## config.mk

```make
export PLATFORM = sky130hd
export DESIGN_NAME = fp16_vec_mul_seq
export DESIGN_NICKNAME = d
export VERILOG_FILES = /design/src/rtl/fp16_vec_pkg.sv /design/src/rtl/fp16_vec_collector.sv /design/src/rtl/fp16_vec_mul_seq.sv
export SDC_FILE = /design/constraint.sdc
export NUM_CORES = 1
export LEC_CHECK = 0
export CAP_MARGIN = 25
export CORE_ASPECT_RATIO = 0.9
export CORE_MARGIN = 2
export CORE_UTILIZATION = 35
export DETAILED_ROUTE_END_ITERATION = 10
export GPL_TIMING_DRIVEN = 0
export REMOVE_ABC_BUFFERS = 1
export SYNTH_ARGS = -nofsm -noshare
export SYNTH_HDL_FRONTEND = slang
export SYNTH_SLANG_ARGS = --single-unit
```

## constraint.sdc

```tcl
create_clock -name clk -period 3.37 [get_ports clk]
set_clock_uncertainty 0.1 [all_clocks]
set_input_delay 0.674 -clock clk [delete_from_list [all_inputs] [get_ports clk]]
set_output_delay 0.674 -clock clk [all_outputs]
set_load 0.05 [all_outputs]
```

## src/rtl/fp16_vec_pkg.sv

```systemverilog
// Shared types and lane helpers for the FP16 vector multiply sequencer.
// Vectors are packed with lane i at bits [16i+15:16i].
package fp16_vec_pkg;

  localparam int FP16_W        = 16;
  localparam int DEFAULT_LANES = 8;
  localparam int MAX_LANES     = 32;
  localparam int MAX_VEC_W     = FP16_W * MAX_LANES;

  typedef enum logic [1:0] {
    IDLE  = 2'd0,
    ISSUE = 2'd1,
    DRAIN = 2'd2,
    DONE  = 2'd3
  } seq_state_t;

  // Helpers take a vector zero-extended to MAX_VEC_W so one function serves every LANES.
  function automatic logic [FP16_W-1:0] lane_get(input logic [MAX_VEC_W-1:0] vec,
                                                 input int idx);
    return vec[idx*FP16_W +: FP16_W];
  endfunction

  function automatic logic [MAX_VEC_W-1:0] lane_put(input logic [MAX_VEC_W-1:0] vec,
                                                    input int idx,
                                                    input logic [FP16_W-1:0] val);
    logic [MAX_VEC_W-1:0] r;
    r = vec;
    r[idx*FP16_W +: FP16_W] = val;
    return r;
  endfunction

endpackage

```

## src/rtl/fp16_vec_collector.sv

```systemverilog
// Write-back side of the sequencer: counts in-order multiplier results into the
// output register bank and flags updates that arrive while nothing is in flight.
module fp16_vec_collector
  import fp16_vec_pkg::*;
#(
  parameter int LANES = DEFAULT_LANES,
  parameter int IDXW  = $clog2(LANES)
) (
  input  logic                      clk,
  input  logic                      rst_n,
  input  logic                      start,
  input  logic                      active,
  input  logic                      mul_update,
  input  logic [FP16_W-1:0]         mul_result,
  output logic [FP16_W*LANES-1:0]   vec_out,
  output logic                      last_wr,
  output logic                      seq_err
);

  localparam int              VEC_W    = FP16_W * LANES;
  localparam logic [IDXW:0]   LAST_IDX = (IDXW+1)'(LANES - 1);
  localparam logic [IDXW:0]   IDX_ONE  = (IDXW+1)'(1);

  logic [IDXW:0] col_idx;
  logic          wr;

  assign wr      = active && mul_update;
  assign last_wr = wr && (col_idx == LAST_IDX);

  always_ff @(posedge clk or negedge rst_n) begin
    if (!rst_n) begin
      col_idx <= '0;
      vec_out <= '0;
      seq_err <= 1'b0;
    end else begin
      if (start) begin
        col_idx <= '0;
      end else if (wr) begin
        vec_out <= VEC_W'(lane_put(MAX_VEC_W'(vec_out), int'(col_idx), mul_result));
        col_idx <= col_idx + IDX_ONE;
      end
      // Sticky until reset: a stray result means the multiplier and sequencer lost sync.
      if (mul_update && !active) begin
        seq_err <= 1'b1;
      end
    end
  end

endmodule

```

## src/rtl/fp16_vec_mul_seq.sv

```systemverilog
// Vector front-end for the FP16 multiplier: accepts an operand-vector pair,
// streams one lane pair per cycle into the multiplier and collects the results.
module fp16_vec_mul_seq
  import fp16_vec_pkg::*;
#(
  parameter int LANES = DEFAULT_LANES,
  parameter int IDXW  = $clog2(LANES)
) (
  input  logic                      clk,
  input  logic                      rst_n,
  input  logic                      in_valid,
  output logic                      in_ready,
  input  logic [FP16_W*LANES-1:0]   vec_a,
  input  logic [FP16_W*LANES-1:0]   vec_b,
  output logic [FP16_W-1:0]         mul_data1,
  output logic [FP16_W-1:0]         mul_data2,
  output logic                      mul_valid,
  input  logic [FP16_W-1:0]         mul_result,
  input  logic                      mul_update,
  output logic                      out_valid,
  input  logic                      out_ready,
  output logic [FP16_W*LANES-1:0]   vec_out,
  output logic                      seq_err
);

  // Handshakes: a transfer happens on a rising edge where valid and ready are both high;
  // valid never waits on ready, and the offered data is held until the transfer.

  localparam int              VEC_W    = FP16_W * LANES;
  localparam logic [IDXW:0]   LAST_IDX = (IDXW+1)'(LANES - 1);
  localparam logic [IDXW:0]   IDX_ONE  = (IDXW+1)'(1);

  seq_state_t           state;
  logic [VEC_W-1:0]     a_q;
  logic [VEC_W-1:0]     b_q;
  logic [MAX_VEC_W-1:0] a_ext;
  logic [MAX_VEC_W-1:0] b_ext;
  logic [IDXW:0]        issue_idx;
  logic                 col_start;
  logic                 col_active;
  logic                 col_last;

  assign in_ready   = (state == IDLE);
  assign out_valid  = (state == DONE);
  assign col_start  = (state == IDLE) && in_valid;
  assign col_active = (state == ISSUE) || (state == DRAIN);
  assign a_ext      = MAX_VEC_W'(a_q);
  assign b_ext      = MAX_VEC_W'(b_q);

  always_ff @(posedge clk or negedge rst_n) begin
    if (!rst_n) begin
      state     <= IDLE;
      a_q       <= '0;
      b_q       <= '0;
      issue_idx <= '0;
      mul_data1 <= '0;
      mul_data2 <= '0;
      mul_valid <= 1'b0;
    end else begin
      mul_valid <= 1'b0;
      case (state)
        IDLE: begin
          if (in_valid) begin
            a_q       <= vec_a;
            b_q       <= vec_b;
            // Lane 0 goes out on the acceptance edge so mul_valid covers cycles 1..LANES.
            mul_data1 <= vec_a[FP16_W-1:0];
            mul_data2 <= vec_b[FP16_W-1:0];
            mul_valid <= 1'b1;
            issue_idx <= IDX_ONE;
            state     <= ISSUE;
          end
        end
        ISSUE: begin
          mul_data1 <= lane_get(a_ext, int'(issue_idx));
          mul_data2 <= lane_get(b_ext, int'(issue_idx));
          mul_valid <= 1'b1;
          issue_idx <= issue_idx + IDX_ONE;
          if (col_last) begin
            state <= DONE;
          end else if (issue_idx == LAST_IDX) begin
            state <= DRAIN;
          end
        end
        DRAIN: begin
          if (col_last) begin
            state <= DONE;
          end
        end
        DONE: begin
          if (out_ready) begin
            state <= IDLE;
          end
        end
        default: state <= IDLE;
      endcase
    end
  end

  fp16_vec_collector #(
    .LANES (LANES),
    .IDXW  (IDXW)
  ) u_collector (
    .clk        (clk),
    .rst_n      (rst_n),
    .start      (col_start),
    .active     (col_active),
    .mul_update (mul_update),
    .mul_result (mul_result),
    .vec_out    (vec_out),
    .last_wr    (col_last),
    .seq_err    (seq_err)
  );

endmodule
```

==> results of run 1 <==
[worst paths after layout]
path	start	to	slack, ns
worst max register to register	state[0]	u_collector.vec_out[126]	0.16
worst min-delay path	u_collector.seq_err	u_collector.seq_err	0.36
min in group asynchronous	rst_n	u_collector.vec_out[13]	0.53
max in group asynchronous	rst_n	b_q[24]	0.92
worst max-delay path	state[0]	u_collector.vec_out[126]	0.16
worst min register to register	u_collector.seq_err	u_collector.seq_err	0.36
[power groups by stage]
stage	combinational, mW	sequential (mW)	clock (mW)
2_1_floorplan	5.25	10.7	0
3_3_place_gp	10.4	9.04	0
3_5_place_dp	10.7	8.99	0
4_1_cts	10.8	8.93	5.61
5_1_grt	11.5	9.19	5.81
6_report	10.7	8.87	5.44
[metal layers]
metal,GRT usage [%],up-vias
met1,24.47,6384
li1,-,5592
met3,6.565,122
met4,8.576,14
met2,31.51,333
met5,0,-
[registers in the layout (all words and copies together), names as in the netlist]
| name | count |
|---|---|
| a_q | 128 |
| b_q | 128 |
| u_collector.vec_out | 128 |
| mul_data1 | 16 |
| mul_data2 | 16 |
| issue_idx | 4 |
| u_collector.col_idx | 4 |
| state | 2 |
| mul_valid | 1 |
| u_collector.seq_err | 1 |
[cells in the mapped netlist, drive strengths merged (2+ instances only)]
cell / instances / share of area, %
and2: 18 / 0.61
a22oi: 32 / 1.3
nor2b: 2 / 0.067
mux2: 363 / 22
buf: 36 / 1.1
nor2: 14 / 0.28
nand2b: 2 / 0.067
or3b: 2 / 0.093
dfrtp: 428 / 57
and3: 32 / 1.1
inv: 61 / 1.2
nor3: 6 / 0.19
xor2: 2 / 0.13
mux4: 64 / 7.7
or3: 2 / 0.093
a21boi: 4 / 0.16
o21ai: 67 / 1.8
nand3: 6 / 0.16
ha: 8 / 0.53
nand2: 53 / 1.1
nand4: 4 / 0.13
mux2i: 22 / 1.2
nor4: 6 / 0.36
o311ai: 2 / 0.13
a21oi: 6 / 0.16
clkbuf: 46 / 0.92
[cell families (layout without fill, tap and decap cells)]
logic type / Yosys count / after routing
buffers and inverters: 143 / 621
DFF: 428 / 428
adders and majority gates: 8 / 8
AOI/OAI and AO/OA: 116 / 116
and+or+nand+nor: 154 / 156
other: 0 / 11
xor gates and xnor gates: 3 / 3
muxes: 449 / 449
[repair_timing]
| action | in CTS | in global routing |
|---|---|---|
| hold buffers | 1 | 0 |
| pin swaps | 4 | 1 |
| gates resized for setup | 10 | 1 |
| buffers inserted | 4 | 0 |
| gates cloned | 2 | 0 |
| setup endpoints to repair | 108 | 34 |
| hold endpoints to repair | 77 | 0 |
[stage by stage]
stage	utilization, %	hold WS [ns]	setup TNS, ns	setup WS [ns]	power (mW)
floorplan	-	0.2784	-219.24	-1.220	15.93
global placement	44.68	0.3435	-8389.84	-17.87	19.42
detailed placement	45.63	0.3655	-93.59	-1.126	19.73
CTS	48.94	0.3764	0	0.05111	25.36
global route	49.03	0.3957	0	0.01729	26.49
finish	49.05	0.3646	0	0.1620	25.04
[worst reg2reg max path: cells and delay by family (launching register included)]
kind / cells / cell delay [ns]
simple gates: 3 / 1.42
buf+inv: 3 / 0.57
flops: 1 / 0.38
mux: 1 / 0.35
fa+ha+maj: 1 / 0.28
[area by class of cell]
type / count / area, sq um
Multi-Input combinational cell: 732 / 7531
Sequential cell: 428 / 10720
Clock buffer: 69 / 1400
Clock inverter: 19 / 256.5
Tap cell: 697 / 872.1
Antenna cell: 11 / 27.53
Timing Repair Buffer: 472 / 4936
Fill cell: 4591 / 26980
Inverter: 61 / 229.0
==> metrics.txt, run 1 <==
Sw Pwr=9.252 mW; switch share=between 30% and 40%; Core Box Area=between 0.05 and 0.06 sq mm; headroom to the max-slew limit=about two fifths; Most common cell on crit path=buf_16; PwrDens=just under 1000 mW/mm^2; Leak=about 11 nW; via count=approximately 12k; critical path class=flop to flop; data arrival time of the worst path=3.57 ns; Comb pwr share=a little over two fifths; pin count of the biggest net entering global routing=between 100 and 150; Max Cap Violations=0; Die ar.=0.05546 sq mm; area share of xor/xnor cells in the synthesized design=less than 1%; Critical Path End Type=flop; post-synthesis sequential area ratio=a little under three fifths; worst endpoint required time=between 3 and 4 ns; syn avg cell area=between 10 and 15 sq um; Remaining DRCs=0; Worst Path Buf+Inv=3; Initial DRT Pass Iterations=4; CP max FO=between 50 and 60; cell family with most CP delay=simple AND/OR/NAND/NOR gates; crit-path cells=inv_1 -> ha_2 -> and2_4 -> buf_16 -> buf_16 -> or3_4 -> or4b_4 -> mux2_4; Final Hold Viols=0; hold path cells=1; design area=~0.026 sq mm; DRT iter0 DRCs=627; complex-gate fraction of the synthesized area=3.736%; CTS H-tree lvls=2; final wirelength=roughly 54,000 um; post-DP HPWL=between 30,000 and 40,000 um; Final Max Slew Viols=0; Avg WL per Cell=21.83 um; YS warnings=0; Slew @ Worst Pin=approximately 0.9 ns; simple-gate share of the synthesized area=under 10%; Syn Std Cell Area=~0.019 sq mm; Nets=between 2k and 2.5k; Num CTS Buffers=48; Internal=15.79 mW; post-route ant nets=0; CP max stage cell=or4b_4; Chip Width=between 200 and 250 um; cell count after synthesis=between 1k and 1.5k; most frequent cells in the layout=clkdlybuf4s50_1 (439), dfrtp_1 (425), mux2_2 (358); synthesis-to-layout area growth=38.47%; final period utilization=95.19%; Clock Latency Late Sink=about 0.6 ns; status=finished clean; CP Depth=8; Post-Synth Adder-Cell Area=less than 1%; Final min period=roughly 3.2 ns; Clock Tree Buf Depth=3; Startpoint Class=flop; PortBufs=440; VDD IR max=0.5074 mV; Fmax=311.7 MHz; # clock sinks=roughly 430; met1 WL=22,120 um; initial antenna violation count=17; Via-to-Cell Ratio=approximately 5; clock root cell=clkbuf_16; Non-Filler Instances=roughly 2.5k; Setup violations, final=0; GR Util All Layers=approximately a fifth; DP Area=0.02416 sq mm; Clock power frac=a little over a fifth; gpl congestion=0.7601; clk slew on worst S/H paths=approximately 0.060 ns; grt total ovfl=0; DP Cell Count=around 2.4k; num rows=80; CTS tree=built; slowest stage delay, CP=around 0.68 ns; largest family of logic cells by synthesized area=multiplexers; mux share of post-synthesis cell area=between 30% and 40%; Top Layer Used=met5; die height=~220 um; register bit total from synthesis=~430; Post-synth EDFFs=0; Unique masters post-synth=52; Initial Utilization=between 30% and 40%; Reg power frac=35.4%; vias in the first global route=~14k; commonest non-fill, non-tap cell in the layout=clkdlybuf4s50_1; Main synth FF type=dfrtp_1; RSZ-0062 raised after global routing=false; global-route wire length before repair=82,680 um; worst r2r path cells=8; Min-Delay Path Class=flop to flop; IO Count=around 440; fraction of registers with async set/reset=between 90% and 100%; layout cell share with drive strength beyond 1=about a third; Detail Route met3 WL=4185 um; DR WL met2=25,690 um
No activity file was read; power rests on OpenSTA's default activity.
==> run 2, diff against run 1 <==
SKIP_LAST_GASP = 1   (was default)
==> results of run 2 <==
Same layout as run 1: the final DEF is identical, and so are final timing and power.
Main changes from that run: number of gates resized after CTS 10 -> 9
==> run 3, diff against run 2 <==
SKIP_CTS_REPAIR_TIMING = 1   (was default)
==> metrics.txt, run 3 (synthesized netlist as in run 1, its figures left out) <==
status=finished clean; Avg WL per Cell=21.84 um (about the same); Clock Tree Buf Depth=3 (unchanged); final wirelength=54,400 um (+0.10%); final period utilization=96.15% (+0.96 points); post-route ant nets=0 (unchanged); Initial DRT Pass Iterations=4 (unchanged); Comb pwr share=42.9% (about the same); pin count of the biggest net entering global routing=105 (unchanged); Chip Width=248.0 um (unchanged); DRT iter0 DRCs=626 (-0.16%); Internal=15.79 mW (about the same); Clock power frac=21.7% (about the same); Max Cap Violations=0 (unchanged); Slew @ Worst Pin=0.9128 ns (+0.003664 ns); VDD IR max=0.5073 mV (about the same); DP Area=0.02416 sq mm (unchanged); synthesis-to-layout area growth=38.61% (about the same); commonest non-fill, non-tap cell in the layout=clkdlybuf4s50_1; Die ar.=0.05546 sq mm (unchanged); Most common cell on crit path=buf_16; Non-Filler Instances=2,491 (+0.080%); Remaining DRCs=0 (unchanged); final hold slack=0.3671 ns (+0.002462 ns); PortBufs=440 (unchanged); num rows=80 (unchanged); headroom to the max-slew limit=39.15% (-0.24 points); initial antenna violation count=17 (unchanged); clk slew on worst S/H paths=0.06 ns (about the same); clock root cell=clkbuf_16; Via-to-Cell Ratio=5.008 (+0.16%); Sw Pwr=9.237 mW (-0.16%); design area=0.02600 sq mm (about the same); Final Hold Viols=0 (unchanged); crit-path cells=inv_1 -> ha_2 -> and2_4 -> buf_16 -> buf_16 -> or3_4 -> or4b_4 -> mux2_4; most frequent cells in the layout=clkdlybuf4s50_1 (439), dfrtp_1 (425), mux2_2 (358); critical path class=flop to flop; Nets=2,031 (+0.15%); IO Count=441 (unchanged); fill count=4,582 (-0.20%); Clock Latency Late Sink=0.60 ns (about the same); die height=223.6 um (unchanged); switch share=36.91% (-0.040 points); Num CTS Buffers=48 (unchanged); Fmax=308.6 MHz (-0.99%); layout cell share with drive strength beyond 1=31.73% (+0.059 points); Startpoint Class=flop; vias in the first global route=13.57k (-0.33%); slowest stage delay, CP=0.70 ns (+0.02 ns); # clock sinks=428 (unchanged); global-route wire length before repair=82,000 um (-0.83%); post-layout util=49.10% (about the same); CP max FO=54 (unchanged); grt total ovfl=0 (unchanged); Final Max Slew Viols=0 (unchanged); Leak=11.25 nW (+0.21%); GR Util All Layers=19.59% (-0.18 points); Initial Utilization=35.42% (unchanged); CP max stage cell=or4b_4; Min-Delay Path Class=flop to flop; worst endpoint required time=3.74 ns (about the same); biggest regs=a_q: 128 flops, b_q: 128 flops, u_collector.vec_out: 128 flops; Power, Total=25.03 mW (about the same); Final min period=3.240 ns (+0.03220 ns); via count=12.48k (+0.24%); PwrDens=962.8 mW/mm^2 (-0.15%); Core Box Area=0.05295 sq mm (unchanged); DP Cell Count=2,382 (unchanged); Critical Path End Type=flop; Reg power frac=35.4% (about the same); data arrival time of the worst path=3.61 ns (+0.04 ns); CTS tree=built; CTS H-tree lvls=2 (unchanged); gpl congestion=0.7601 (unchanged); Setup violations, final=0 (unchanged); post-DP HPWL=38,560 um (unchanged)
[run 3: per-stage QoR]
step                      setup WS [ns]   TNS (ns)
after floorplan                  -1.220    -219.24
after global placement           -17.87   -8389.84
after detailed placement         -1.126     -93.59
after CTS                       -0.7348     -53.21
after global routing          -0.004348  -0.008036
final                            0.1298          0
[run 3: layer usage]
| layer | GRT usage (%) | wire [um] |
|---|---|---|
| met1 | 24.28 | 22120 |
| met2 | 31.02 | 25650 |
| met3 | 6.505 | 4192 |
| met4 | 8.847 | 2339 |
| met5 | 0 | 93 |
[run 3: layout make-up]
cell class / count / area [sq um] / share of cell area, %
flip-flops and latches: 428 / 10720 / 41.23
multi-input cells: 732 / 7518 / 28.92
repair buffers: 475 / 4976 / 19.14
clock buffers: 69 / 1400 / 5.386
well taps: 697 / 872.1 / 3.355
clock inverters: 19 / 256.5 / 0.9867
inverters: 61 / 229.0 / 0.8808
diodes: 10 / 25.02 / 0.09626
[run 3: critical path, delay by kind of cell (launching register included)]
kind	cells	cell delay [ns]
flops	1	0.38
simple gates	3	1.43
fa+ha+maj	1	0.28
mux	1	0.35
buf+inv	3	0.56
[run 3: final timing paths]
kind / startpoint / end / slack [ns] / depth (start not counted)
hold reg to reg: u_collector.seq_err / u_collector.seq_err / 0.37 / 1
min in group asynchronous: rst_n / u_collector.vec_out[13] / 0.52 / 2
hold / removal: u_collector.seq_err / u_collector.seq_err / 0.37 / 1
max in group asynchronous: rst_n / b_q[89] / 0.95 / 5
setup / recovery: state[0] / u_collector.vec_out[126] / 0.13 / 8
setup reg to reg: state[0] / u_collector.vec_out[126] / 0.13 / 8
[run 3: power groups by stage]
stage,Clock (mW),Combinational [mW],Sequential [mW]
finish,5.44,10.7,8.86
CTS,5.61,10.8,8.92
floorplan,0,5.25,10.7
global route,5.81,11.5,9.19
detailed placement,0,10.7,8.99
global placement,0,10.4,9.04
